<file path="config.mk">
export PLATFORM = sky130hd
export DESIGN_NAME = ext_mem_arbiter_flat
export DESIGN_NICKNAME = d
export VERILOG_FILES = /design/src/rtl/ext_mem_arbiter_if.sv /design/src/rtl/ext_mem_arbiter.sv /design/src/flat_wrapper.sv
export SDC_FILE = /design/constraint.sdc
export NUM_CORES = 1
export LEC_CHECK = 0
export CORE_AREA = 4 4 311 313
export CTS_CLUSTER_DIAMETER = 30
export DETAILED_ROUTE_END_ITERATION = 10
export DIE_AREA = 0 0 315 317
export SYNTH_ARGS = -nofsm -noshare
export SYNTH_HDL_FRONTEND = slang
export SYNTH_SLANG_ARGS = --single-unit
</file>
<file path="constraint.sdc">
create_clock -name clk_i -period 3.9 [get_ports clk_i]
set_clock_uncertainty 0.1 [all_clocks]
set_input_delay 0.975 -clock clk_i [delete_from_list [all_inputs] [get_ports clk_i]]
set_output_delay 0.975 -clock clk_i [all_outputs]
set_load 0.01 [all_outputs]
</file>
<file path="src/rtl/ext_mem_arbiter_if.sv">
// Bus bundle between the I/D cache requesters, the arbiter and the memory port.
//   slave  : arbiter view. It takes the requests and m_done/m_data, and drives
//            the done/data returns and the m_* request.
//   master : environment view. It drives the requests and the memory
//            response, and observes the arbiter outputs.
interface ext_mem_arbiter_if #(
   parameter int unsigned XLEN   = 32,
   parameter int unsigned CLSIZE = 128
);
   logic              i_strobe_i;
   logic [XLEN-1:0]   i_addr_i;
   logic              i_done_o;
   logic [CLSIZE-1:0] i_data_o;

   logic              d_strobe_i;
   logic [XLEN-1:0]   d_addr_i;
   logic              d_rw_i;
   logic [CLSIZE-1:0] d_data_i;
   logic              d_done_o;
   logic [CLSIZE-1:0] d_data_o;

   logic              m_strobe_o;
   logic [XLEN-1:0]   m_addr_o;
   logic              m_rw_o;
   logic [CLSIZE-1:0] m_data_o;
   logic              m_done_i;
   logic [CLSIZE-1:0] m_data_i;

   modport slave (
      input  i_strobe_i, i_addr_i, d_strobe_i, d_addr_i, d_rw_i, d_data_i,
             m_done_i, m_data_i,
      output i_done_o, i_data_o, d_done_o, d_data_o,
             m_strobe_o, m_addr_o, m_rw_o, m_data_o
   );

   modport master (
      output i_strobe_i, i_addr_i, d_strobe_i, d_addr_i, d_rw_i, d_data_i,
             m_done_i, m_data_i,
      input  i_done_o, i_data_o, d_done_o, d_data_o,
             m_strobe_o, m_addr_o, m_rw_o, m_data_o
   );
endinterface

</file>
<file path="src/rtl/ext_mem_arbiter.sv">
// Shares one external cache-line memory port between the I-cache refill
// requester and the D-cache refill/write-back requester. Ties are broken
// round-robin. All outputs are registered.
//   clk_i, rst_i   : clock and asynchronous active-low reset
//   bus (slave)    : I/D request/return handshakes and the memory port
//   busy_o         : high whenever a transaction is in flight or releasing
//   i/d_grant_cnt_o: saturating grant counters for profiling
module ext_mem_arbiter #(
   parameter int unsigned XLEN   = 32,
   parameter int unsigned CLSIZE = 128,
   parameter int unsigned CNT_W  = 32
) (
   input  logic                 clk_i,
   input  logic                 rst_i,
   ext_mem_arbiter_if.slave     bus,
   output logic                 busy_o,
   output logic [CNT_W-1:0]     i_grant_cnt_o,
   output logic [CNT_W-1:0]     d_grant_cnt_o
);

   typedef enum logic [1:0] {ST_IDLE, ST_BUSY, ST_RELEASE} state_e;
   typedef enum logic {OWN_I, OWN_D} owner_e;

   state_e            state_q,    state_d;
   owner_e            owner_q,    owner_d;
   owner_e            last_q,     last_d;
   logic              m_strobe_q, m_strobe_d;
   logic [XLEN-1:0]   m_addr_q,   m_addr_d;
   logic              m_rw_q,     m_rw_d;
   logic [CLSIZE-1:0] m_data_q,   m_data_d;
   logic              i_done_q,   i_done_d;
   logic              d_done_q,   d_done_d;
   logic [CLSIZE-1:0] i_data_q,   i_data_d;
   logic [CLSIZE-1:0] d_data_q,   d_data_d;
   logic              busy_q,     busy_d;
   logic [CNT_W-1:0]  i_cnt_q,    i_cnt_d;
   logic [CNT_W-1:0]  d_cnt_q,    d_cnt_d;
   logic              pick_d_c;

   // D wins when it is the only requester, or on a tie when I was granted last.
   assign pick_d_c = bus.d_strobe_i & (~bus.i_strobe_i | (last_q == OWN_I));

   // Next-state and output logic.
   always_comb begin
      state_d    = state_q;
      owner_d    = owner_q;
      last_d     = last_q;
      m_strobe_d = m_strobe_q;
      m_addr_d   = m_addr_q;
      m_rw_d     = m_rw_q;
      m_data_d   = m_data_q;
      i_done_d   = 1'b0;
      d_done_d   = 1'b0;
      i_data_d   = i_data_q;
      d_data_d   = d_data_q;
      busy_d     = busy_q;
      i_cnt_d    = i_cnt_q;
      d_cnt_d    = d_cnt_q;

      unique case (state_q)
         ST_IDLE: begin
            if (bus.i_strobe_i || bus.d_strobe_i) begin
               state_d    = ST_BUSY;
               busy_d     = 1'b1;
               m_strobe_d = 1'b1;
               if (pick_d_c) begin
                  owner_d  = OWN_D;
                  last_d   = OWN_D;
                  m_addr_d = bus.d_addr_i;
                  m_rw_d   = bus.d_rw_i;
                  m_data_d = bus.d_data_i;
                  if (~&d_cnt_q) d_cnt_d = d_cnt_q + CNT_W'(1);
               end else begin
                  owner_d  = OWN_I;
                  last_d   = OWN_I;
                  m_addr_d = bus.i_addr_i;
                  m_rw_d   = 1'b0;
                  m_data_d = '0;
                  if (~&i_cnt_q) i_cnt_d = i_cnt_q + CNT_W'(1);
               end
            end
         end
         ST_BUSY: begin
            if (bus.m_done_i) begin
               state_d    = ST_RELEASE;
               m_strobe_d = 1'b0;
               if (owner_q == OWN_D) begin
                  d_done_d = 1'b1;
                  d_data_d = bus.m_data_i;
               end else begin
                  i_done_d = 1'b1;
                  i_data_d = bus.m_data_i;
               end
            end
         end
         ST_RELEASE: begin
            // Dead cycle so a strobe still high from the finished requester
            // is not re-granted.
            state_d = ST_IDLE;
            busy_d  = 1'b0;
         end
         default: begin
            state_d = ST_IDLE;
            busy_d  = 1'b0;
         end
      endcase
   end

   // State and output registers.
   always_ff @(posedge clk_i or negedge rst_i) begin
      if (!rst_i) begin
         state_q    <= ST_IDLE;
         owner_q    <= OWN_I;
         last_q     <= OWN_I;
         m_strobe_q <= 1'b0;
         m_addr_q   <= '0;
         m_rw_q     <= 1'b0;
         m_data_q   <= '0;
         i_done_q   <= 1'b0;
         d_done_q   <= 1'b0;
         i_data_q   <= '0;
         d_data_q   <= '0;
         busy_q     <= 1'b0;
         i_cnt_q    <= '0;
         d_cnt_q    <= '0;
      end else begin
         state_q    <= state_d;
         owner_q    <= owner_d;
         last_q     <= last_d;
         m_strobe_q <= m_strobe_d;
         m_addr_q   <= m_addr_d;
         m_rw_q     <= m_rw_d;
         m_data_q   <= m_data_d;
         i_done_q   <= i_done_d;
         d_done_q   <= d_done_d;
         i_data_q   <= i_data_d;
         d_data_q   <= d_data_d;
         busy_q     <= busy_d;
         i_cnt_q    <= i_cnt_d;
         d_cnt_q    <= d_cnt_d;
      end
   end

   assign bus.m_strobe_o = m_strobe_q;
   assign bus.m_addr_o   = m_addr_q;
   assign bus.m_rw_o     = m_rw_q;
   assign bus.m_data_o   = m_data_q;
   assign bus.i_done_o   = i_done_q;
   assign bus.i_data_o   = i_data_q;
   assign bus.d_done_o   = d_done_q;
   assign bus.d_data_o   = d_data_q;
   assign busy_o         = busy_q;
   assign i_grant_cnt_o  = i_cnt_q;
   assign d_grant_cnt_o  = d_cnt_q;

endmodule

</file>
<file path="src/flat_wrapper.sv">
// flat-port wrapper written by rule: the top's interface ports become plain ports
module ext_mem_arbiter_flat 
#(
   parameter int unsigned XLEN   = 32,
   parameter int unsigned CLSIZE = 128,
   parameter int unsigned CNT_W  = 32
)
  (clk_i, rst_i, busy_o, i_grant_cnt_o, d_grant_cnt_o, bus_i_strobe_i, bus_i_addr_i, bus_d_strobe_i, bus_d_addr_i, bus_d_rw_i, bus_d_data_i, bus_m_done_i, bus_m_data_i, bus_i_done_o, bus_i_data_o, bus_d_done_o, bus_d_data_o, bus_m_strobe_o, bus_m_addr_o, bus_m_rw_o, bus_m_data_o);
  ext_mem_arbiter_if #(.XLEN(XLEN), .CLSIZE(CLSIZE)) bus_i ();
  input  logic clk_i;
  input  logic rst_i;
  output logic busy_o;
  output logic [CNT_W-1:0] i_grant_cnt_o;
  output logic [CNT_W-1:0] d_grant_cnt_o;
  input wire logic [$bits(bus_i.i_strobe_i)-1:0] bus_i_strobe_i;
  input wire logic [$bits(bus_i.i_addr_i)-1:0] bus_i_addr_i;
  input wire logic [$bits(bus_i.d_strobe_i)-1:0] bus_d_strobe_i;
  input wire logic [$bits(bus_i.d_addr_i)-1:0] bus_d_addr_i;
  input wire logic [$bits(bus_i.d_rw_i)-1:0] bus_d_rw_i;
  input wire logic [$bits(bus_i.d_data_i)-1:0] bus_d_data_i;
  input wire logic [$bits(bus_i.m_done_i)-1:0] bus_m_done_i;
  input wire logic [$bits(bus_i.m_data_i)-1:0] bus_m_data_i;
  output wire logic [$bits(bus_i.i_done_o)-1:0] bus_i_done_o;
  output wire logic [$bits(bus_i.i_data_o)-1:0] bus_i_data_o;
  output wire logic [$bits(bus_i.d_done_o)-1:0] bus_d_done_o;
  output wire logic [$bits(bus_i.d_data_o)-1:0] bus_d_data_o;
  output wire logic [$bits(bus_i.m_strobe_o)-1:0] bus_m_strobe_o;
  output wire logic [$bits(bus_i.m_addr_o)-1:0] bus_m_addr_o;
  output wire logic [$bits(bus_i.m_rw_o)-1:0] bus_m_rw_o;
  output wire logic [$bits(bus_i.m_data_o)-1:0] bus_m_data_o;
  assign bus_i.i_strobe_i = bus_i_strobe_i;
  assign bus_i.i_addr_i = bus_i_addr_i;
  assign bus_i.d_strobe_i = bus_d_strobe_i;
  assign bus_i.d_addr_i = bus_d_addr_i;
  assign bus_i.d_rw_i = bus_d_rw_i;
  assign bus_i.d_data_i = bus_d_data_i;
  assign bus_i.m_done_i = bus_m_done_i;
  assign bus_i.m_data_i = bus_m_data_i;
  assign bus_i_done_o = bus_i.i_done_o;
  assign bus_i_data_o = bus_i.i_data_o;
  assign bus_d_done_o = bus_i.d_done_o;
  assign bus_d_data_o = bus_i.d_data_o;
  assign bus_m_strobe_o = bus_i.m_strobe_o;
  assign bus_m_addr_o = bus_i.m_addr_o;
  assign bus_m_rw_o = bus_i.m_rw_o;
  assign bus_m_data_o = bus_i.m_data_o;
  ext_mem_arbiter #(.XLEN(XLEN), .CLSIZE(CLSIZE), .CNT_W(CNT_W)) u_core (.clk_i(clk_i), .rst_i(rst_i), .bus(bus_i), .busy_o(busy_o), .i_grant_cnt_o(i_grant_cnt_o), .d_grant_cnt_o(d_grant_cnt_o));
endmodule
</file>
---- Word-level counts from Yosys, hierarchy flattened ----
Cells that the tools add are included.
Widths: inputs -> output; s select.
cells by class
  $add $sub $neg .......................... 2
  $mul .................................... 0
  divide/modulo/power cells ............... 0
  $lt $le $gt $ge ......................... 0
  equality and inequality tests ........... 3
  shift-type cells ........................ 0
  mux-type cells .......................... 17
  bitwise operators ....................... 8
  reduce and logical (&&, ||, !) cells .... 13
operators by type and width
  kind                   count
  $mux 128               1
  $add 32x1->32 const B  2
  $reduce_and 32->1      2
  $mux 32                1
  $mux 1                 10
  $reduce_and 3->1       3
  $reduce_and 4->1       2
  $not 1->1              6
  $reduce_and 2->1       3
  $mux 2                 2
  $pmux 1 s2             2
  $pmux 2 s2             1
  $eq 2x1->1 const B     1
  $logic_not 2->1        1
  $ne 2x1->1 const B     1
  $ne 2x2->1 const B     1
  $reduce_bool 2->1      1
  $and 1x1->1            1
  $logic_or 1x1->1       1
  $or 1x1->1             1
word-level totals
  flip-flop bits (word level) ............. 488
  bits in latches ......................... 0
  RAM bits ................................ 0
  memory bits (read-only) ................. 0
  input port bits ......................... 326
  output and inout bits ................... 485
  logic and storage cells ................. 56
  memories ................................ 0

---- Logic depth before layout (Yosys ltp) ----
Gate-level depths: netlist of run 1.
  depth in word-level cells ............... 5
  gate-level depth with buffers ........... 7
  mapped depth without buffers ............ 6

---- Worst setup path after synthesis of run 1 ----
OpenSTA, ideal clock, no wires.
  path kind ............................... input-to-reg
  start point ............................. input bus_m_done_i
  end point ............................... register u_core.i_data_q[100], in the netlist u_core.bus.i_data_o[100]
  setup time .............................. 0.125 ns
  arrival ................................. 2.398 ns
  data required time ...................... 3.675 ns
  path slack .............................. 1.278 ns
  stages .................................. 6
  path buffers ............................ 2
  cells stage by stage .................... inv_1 -> or2_2 -> nor2_1 -> clkbuf_1 -> clkbuf_1 -> mux2_2
between the ends
  word-level cells in the longest chain between the ends .. 1
RTL lines
  what                               RTL line                source
  start: declaration                 flat_wrapper.sv:21      input wire logic [$bits(bus_i.m_done_i)-1:0] bus_m_done_i;
  $reduce_and 3->1 (no source line)  n/a
  end signal: assignment             ext_mem_arbiter.sv:136  i_data_q <= i_data_d;
  end: declaration                   ext_mem_arbiter.sv:33   logic [CLSIZE-1:0] i_data_q, i_data_d;
Every way passes these cells.
A chain may end at the register's enable or synchronous reset.

---- Worst setup path in the final report of run 1 ----
  start point ............................. register u_core.i_cnt_q[5], in the netlist u_core.i_grant_cnt_o[5]
  end point ............................... output i_grant_cnt_o[5]
RTL lines
  what                      RTL line                source
  start: declaration        ext_mem_arbiter.sv:36   logic [CNT_W-1:0] i_cnt_q, i_cnt_d;
  start signal: assignment  ext_mem_arbiter.sv:139  i_cnt_q <= i_cnt_d;
  end: declaration          flat_wrapper.sv:13      output logic [CNT_W-1:0] i_grant_cnt_o;
No word-level cell between the ends.

==> results.yml, run 1 <==
status:
  status: "finished clean"
worst_setup_path:
  r2r-end: "u_core.d_grant_cnt_o[1]"
  r2r_start: "u_core.d_grant_cnt_o[16]"
  critPathTopFamily: "buffers and inverters"
  max_stage_delay_ns: 0.67
  crit_chain: "clkdlybuf4s50_1"
  crit_fanout: 7
  cp-start-kind: "flop"
  worstPathArrival_ns: 1.82
  critical_path_required_ns: 2.82
  slowest_stage: "clkdlybuf4s50_1"
  crit_path_end_kind: "output port"
  timing.critical_path.buf_inv: 1
  rr_worst_depth: 5
  critical_path_class: "flop to output port"
  r2r_slack_ns: 1.31
layout:
  seqCellArea_um2: 12210
  fin_area_um2: 33370
  final_cell_mix: "clkdlybuf4s50_1 (809), dfrtp_1 (488), mux2_2 (258)"
  layout_commonest_cell: "clkdlybuf4s50_1"
  utilization_pct: 35.38
  drive_above_1_share_pct: 23.52
  n_fill_cell: 9225
  syn_to_final_growth_pct: 78.24
  multi_input_comb_area_um2: 6205
  fin_nets: 2561
synth:
  syn-instance-count: 1321
  yosysTopAreaCellShare_pct: 65.24
  async_reset_ff_share_pct: 100.0
  synth_area_leaders: "dfrtp_1 (65%), mux2_2 (16%), a22o_1 (6.0%), xnor2_1 (2.1%), nand2_1 (1.8%)"
  synth_fa_ha_area_share_pct: 0.1337
  syn_area_um2: 18720
  synth_largest_area_cell: "dfrtp_1"
  synth_compound_area_share_pct: 7.426
  synthMuxAreaShare_pct: 15.52
  postSynthNetCount: 1649
  ys_ff_latch: 488
  seq_area_frac_synth_pct: 65.24
  synth_xor_area_share_pct: 2.854
  synth_top_family_by_area: "multiplexers"
  yosys.cell_types.count: 43
  avgSynthCellArea_um2: 14.17
  ys.flop_type: "dfrtp_1"
  synth_edf_count: 0
  synth_simple_gate_area_share_pct: 6.978
  yosys_warnings: 0
job:
  drv_cap: 0
floorplanning:
  row_count: 113
  coreArea_um2: 94300
  die_h_um: 317
  dieArea_um2: 99860
  pin_count: 811
  die_w_um: 315
  initial_core_util_pct: 19.85
timing:
  finalCritPeriodShare_pct: 74.24
  drv_slew: 0
  tightestPinTransition_ns: 0.9917
  min_period_ns: 2.895
  hold_viol_final: 0
  setup_viol: 0
  rsz0062_at_grt: "no"
  relSlewSlack_pct: 33.28
  whs_ns: 0.1611
  timing.fmax_ghz: 0.3454
  fin_tns_setup_ns: 0
placement:
  port_buffers: 810
  dp_hpwl_um: 55770
  place_congestion: 0.8232
  placedInstanceArea_um2: 28620
routing:
  drt_drc_violations_left: 0
  drt_wl_total_um: 74330
  drt_iter0_markers: 700
  vias_per_cell: 4.120
  vias: 14870
  first_pass_iters: 5
  antenna_left: 0
  wire_per_inst_um: 20.59
clock_tree:
  h-tree-depth: 4
  clockRootBuffer: "clkbuf_16"
  cts_resized: 0
  post_cts_buffers: 0
  cts_sinks: 488
  cts_tree: "done"
  cts_buffers: 137
  path_clk_slew_ns: 0.04
  insertion_delay_ns: 0.70
  ctsHoldBuffers: 0
  cts_buffer_depth: 3
pwr:
  p_per_area_nw_per_um2: 915.2
  ir_drop_mv: 0.4734
  leakagePower_nw: 14.14
global_route:
  grt_max_degree: 77
  grt_use_total_pct: 14.37
  grt_pass1_vias: 15880
  overflow: 0
  grt_pass1_wl_um: 106800
  antenna_found_initial: 19
hold_path:
  hold_path.class: "primary input to asynchronous set/reset pin"
==> state kept, by name (all words and copies together) (netlist names) <==
signal,cells
u_core.bus.d_data_o,128
u_core.bus.i_data_o,128
u_core.bus.m_data_o,128
u_core.bus.m_addr_o,32
u_core.d_grant_cnt_o,32
u_core.i_grant_cnt_o,32
u_core.state_q,2
u_core.bus.d_done_o,1
u_core.bus.i_done_o,1
u_core.bus.m_rw_o,1
u_core.bus.m_strobe_o,1
u_core.busy_o,1
u_core.owner_q,1
==> metal layers <==
metal | share of wire, % | track usage (%) | wire, um
met3 | 9.7 | 5.924 | 7205
met1 | 39 | 16.86 | 29200
met5 | 0.066 | 0 | 49
met4 | 2.8 | 5.641 | 2112
met2 | 48 | 23.46 | 35760
==> cells by family (layout without fill, tap and decap cells) <==
logic type      after synthesis  in the layout
flops                       488            488
mux                         258            258
simple gates                256            256
compound gates              170            170
buf+inv                      86           1108
xor+xnor                     61             61
fa+ha+maj                     2              2
other cells                   0              2
==> through the flow <==
| step | std cells | total power (W) | worst slack, ns |
|---|---|---|---|
| 2_1_floorplan | 1321 | 0.01275 | 1.278 |
| 3_3_place_gp | 3359 | 0.01936 | 0.6037 |
| 4_1_cts | 3608 | 0.03100 | 0.8982 |
| 3_5_place_dp | 3359 | 0.01944 | 0.5941 |
| 6_report | 3610 | 0.03054 | 1.005 |
| 5_1_grt | 3608 | 0.03208 | 0.8714 |
==> cells in the mapped netlist (all sizes together), types with 7 or more instances <==
cell,count
mux2,258
and4,8
xor2,17
dfrtp,488
xnor2,44
nor4,10
buf,16
nor3,13
a31oi,34
clkbuf,63
nand3,27
nand4,28
inv,7
a22o,129
nor2,44
and3,17
nand2,88
==> where the power goes <==
group	switching (W)	internal (W)	total [W]
registers	0.00141	0.00739	0.00880
clock network	0.00337	0.00788	0.0113
logic	0.00431	0.00616	0.0105
==> how the worst max path moves through the flow <==
| stage | start | to | slack (ns) | cells after the start |
|---|---|---|---|---|
| 6_report | u_core.i_grant_cnt_o[5] | i_grant_cnt_o[5] | 1.00 | 1 |
| 5_1_grt | u_core.i_grant_cnt_o[5] | i_grant_cnt_o[5] | 0.87 | 1 |
| 4_1_cts | u_core.i_grant_cnt_o[5] | i_grant_cnt_o[5] | 0.90 | 1 |
| 3_5_place_dp | bus_m_done_i | u_core.bus.d_data_o[47] | 0.59 | 7 |
| 3_3_place_gp | bus_m_done_i | u_core.bus.d_data_o[88] | 0.60 | 7 |
| 2_1_floorplan | bus_m_done_i | u_core.bus.i_data_o[100] | 1.28 | 6 |
==> cell type report <==
cell class                 instances  share of cell area [%]
inverter                           7                 0.07875
multi-input combinational        747                   18.60
tap                             1265                   4.744
clock buffer                     185                   11.79
clock inverter                    64                   2.430
antenna                            2                 0.01500
timing repair buffer             852                   25.75
sequential                       488                   36.60
Note: power is estimated with default switching activity, not from simulation.
==> inputs of run 2 (changes only) <==
- CORE_AREA: 4 4 311 313 -> 4 4 316 318
- DIE_AREA: 0 0 315 317 -> 0 0 320 322
- clock period: 3.9 -> 2.9 ns (I/O delays scaled with it)
==> results.yml, run 2 (synthesized netlist as in run 1, its figures left out) <==
global_route:
  grtUsageMet1_pct: 16.43
  busiest_layer: "met2"
  grt_use_met3_pct: 7.308
  grt_max_degree: 71
  overflow: 0
  antenna_found_initial: 18
  grt_pass1_wl_um: 111100
  grt_use_met2_pct: 23.81
  grt_pass1_vias: 16030
  grt_use_total_pct: 14.50
clock_tree:
  ctsHoldBuffers: 1
  h-tree-depth: 3
  cts_tree: "done"
  cts_buffers: 119
  cts_buffer_depth: 3
  clockRootBuffer: "clkbuf_16"
  cts_sinks: 488
  path_clk_slew_ns: 0.05
  insertion_delay_ns: 0.66
  post_cts_buffers: 0
  cts_resized: 0
worst_setup_path:
  worstPathArrival_ns: 1.88
  crit_chain: "clkdlybuf4s50_1"
  crit_fanout: 2
  critical_path_class: "flop to output port"
  cp-start-kind: "flop"
  critical_path_required_ns: 2.08
  crit_path_end_kind: "output port"
  critPathTopFamily: "buffers and inverters"
  max_stage_delay_ns: 0.85
  slowest_stage: "clkdlybuf4s50_1"
  timing.critical_path.buf_inv: 1
  r2r_slack_ns: 0.31
placement:
  port_buffers: 810
  dp_hpwl_um: 59640
  place_congestion: 0.8101
pwr:
  p_per_area_nw_per_um2: 1190
  leakagePower_nw: 13.93
  ir_drop_mv: 0.6304
routing:
  vias_per_cell: 4.084
  first_pass_iters: 5
  wire_per_inst_um: 21.22
  vias: 14820
  drt_wl_total_um: 77000
  drt_drc_violations_left: 0
  antenna_left: 0
  drt_iter0_markers: 688
layout:
  syn_to_final_growth_pct: 76.57
  fin_nets: 2572
  final_cell_mix: "clkdlybuf4s50_1 (809), dfrtp_1 (488), mux2_2 (258)"
  drive_above_1_share_pct: 23.50
  layout_commonest_cell: "clkdlybuf4s50_1"
  n_fill_cell: 9523
  utilization_pct: 34.23
timing:
  relSlewSlack_pct: 60.91
  drv_slew: 0
  finalCritPeriodShare_pct: 93.40
  hold_viol_final: 0
  timing.fmax_ghz: 0.3692
  min_period_ns: 2.709
  setup_viol: 0
  fin_tns_setup_ns: 0
  rsz0062_at_grt: "no"
  tightestPinTransition_ns: 0.5810
hold_path:
  hold_path.class: "flop to flop"
job:
  drv_cap: 0
status:
  status: "finished clean"
floorplanning:
  die_h_um: 322
  die_w_um: 320
  coreArea_um2: 96570
  pin_count: 811
  row_count: 114
  initial_core_util_pct: 19.39
  dieArea_um2: 103000
-- run 2: cell count changes in the layout (fill, tap and decap cells not counted), moves of 8 or more --
cell / previous run / this run
clkinvlp_4: 6 / 17
clkbuf_16: 141 / 120
clkbuf_8: 24 / 16
buf_12: 13 / 26
buf_4: 29 / 44
-- run 2: metrics by stage --
step	setup WS, ns	total power, W	hold WS, ns	area [um^2]	std cells
global route	0.05452	0.04149	0.4020	33040	3625
global placement	0.06181	0.02666	0.3805	29000	3398
floorplan	0.5276	0.01715	0.3294	18720	1321
CTS	0.1256	0.04003	0.3846	33030	3621
finish	0.1913	0.03933	0.3885	33050	3628
detailed placement	0.04049	0.02677	0.3808	29000	3398
-- run 2: where the power goes --
group | internal, W | total (W) | switching, W
clock | 0.00860 | 0.0129 | 0.00428
combinational | 0.00847 | 0.0147 | 0.00621
sequential | 0.00994 | 0.0118 | 0.00182
total | 0.0270 | 0.0393 | 0.0123
-- run 2: final cells by class --
| cell class | count | area (um^2) | share of cell area (%) |
|---|---|---|---|
| repair buffers | 881 | 8974 | 27.15 |
| clock inverters | 65 | 719.4 | 2.177 |
| multi-input cells | 747 | 6205 | 18.77 |
| inverters | 7 | 26.28 | 0.07950 |
| diodes | 7 | 17.52 | 0.05300 |
| clock buffers | 157 | 3302 | 9.990 |
| well taps | 1276 | 1597 | 4.830 |
| flip-flops and latches | 488 | 12210 | 36.95 |
-- run 2: path summary, 6_finish.rpt --
path	start	end	cells past startpoint
max	u_core.bus.m_data_o[60]	bus_m_data_o[60]	1
min	u_core.bus.m_strobe_o	u_core.bus.m_strobe_o	2
max reg2reg	u_core.d_grant_cnt_o[16]	u_core.d_grant_cnt_o[1]	5
min reg2reg	u_core.bus.m_strobe_o	u_core.bus.m_strobe_o	2
max in group asynchronous	rst_i	u_core.bus.d_data_o[126]	4
min in group asynchronous	rst_i	u_core.bus.m_data_o[26]	2
-- run 2: layer usage --
| layer | part of all wire (%) | routed length [um] |
|---|---|---|
| met5 | 0.16 | 120 |
| met4 | 2.6 | 1980 |
| met3 | 11 | 8341 |
| met2 | 48 | 36930 |
| met1 | 38 | 29620 |
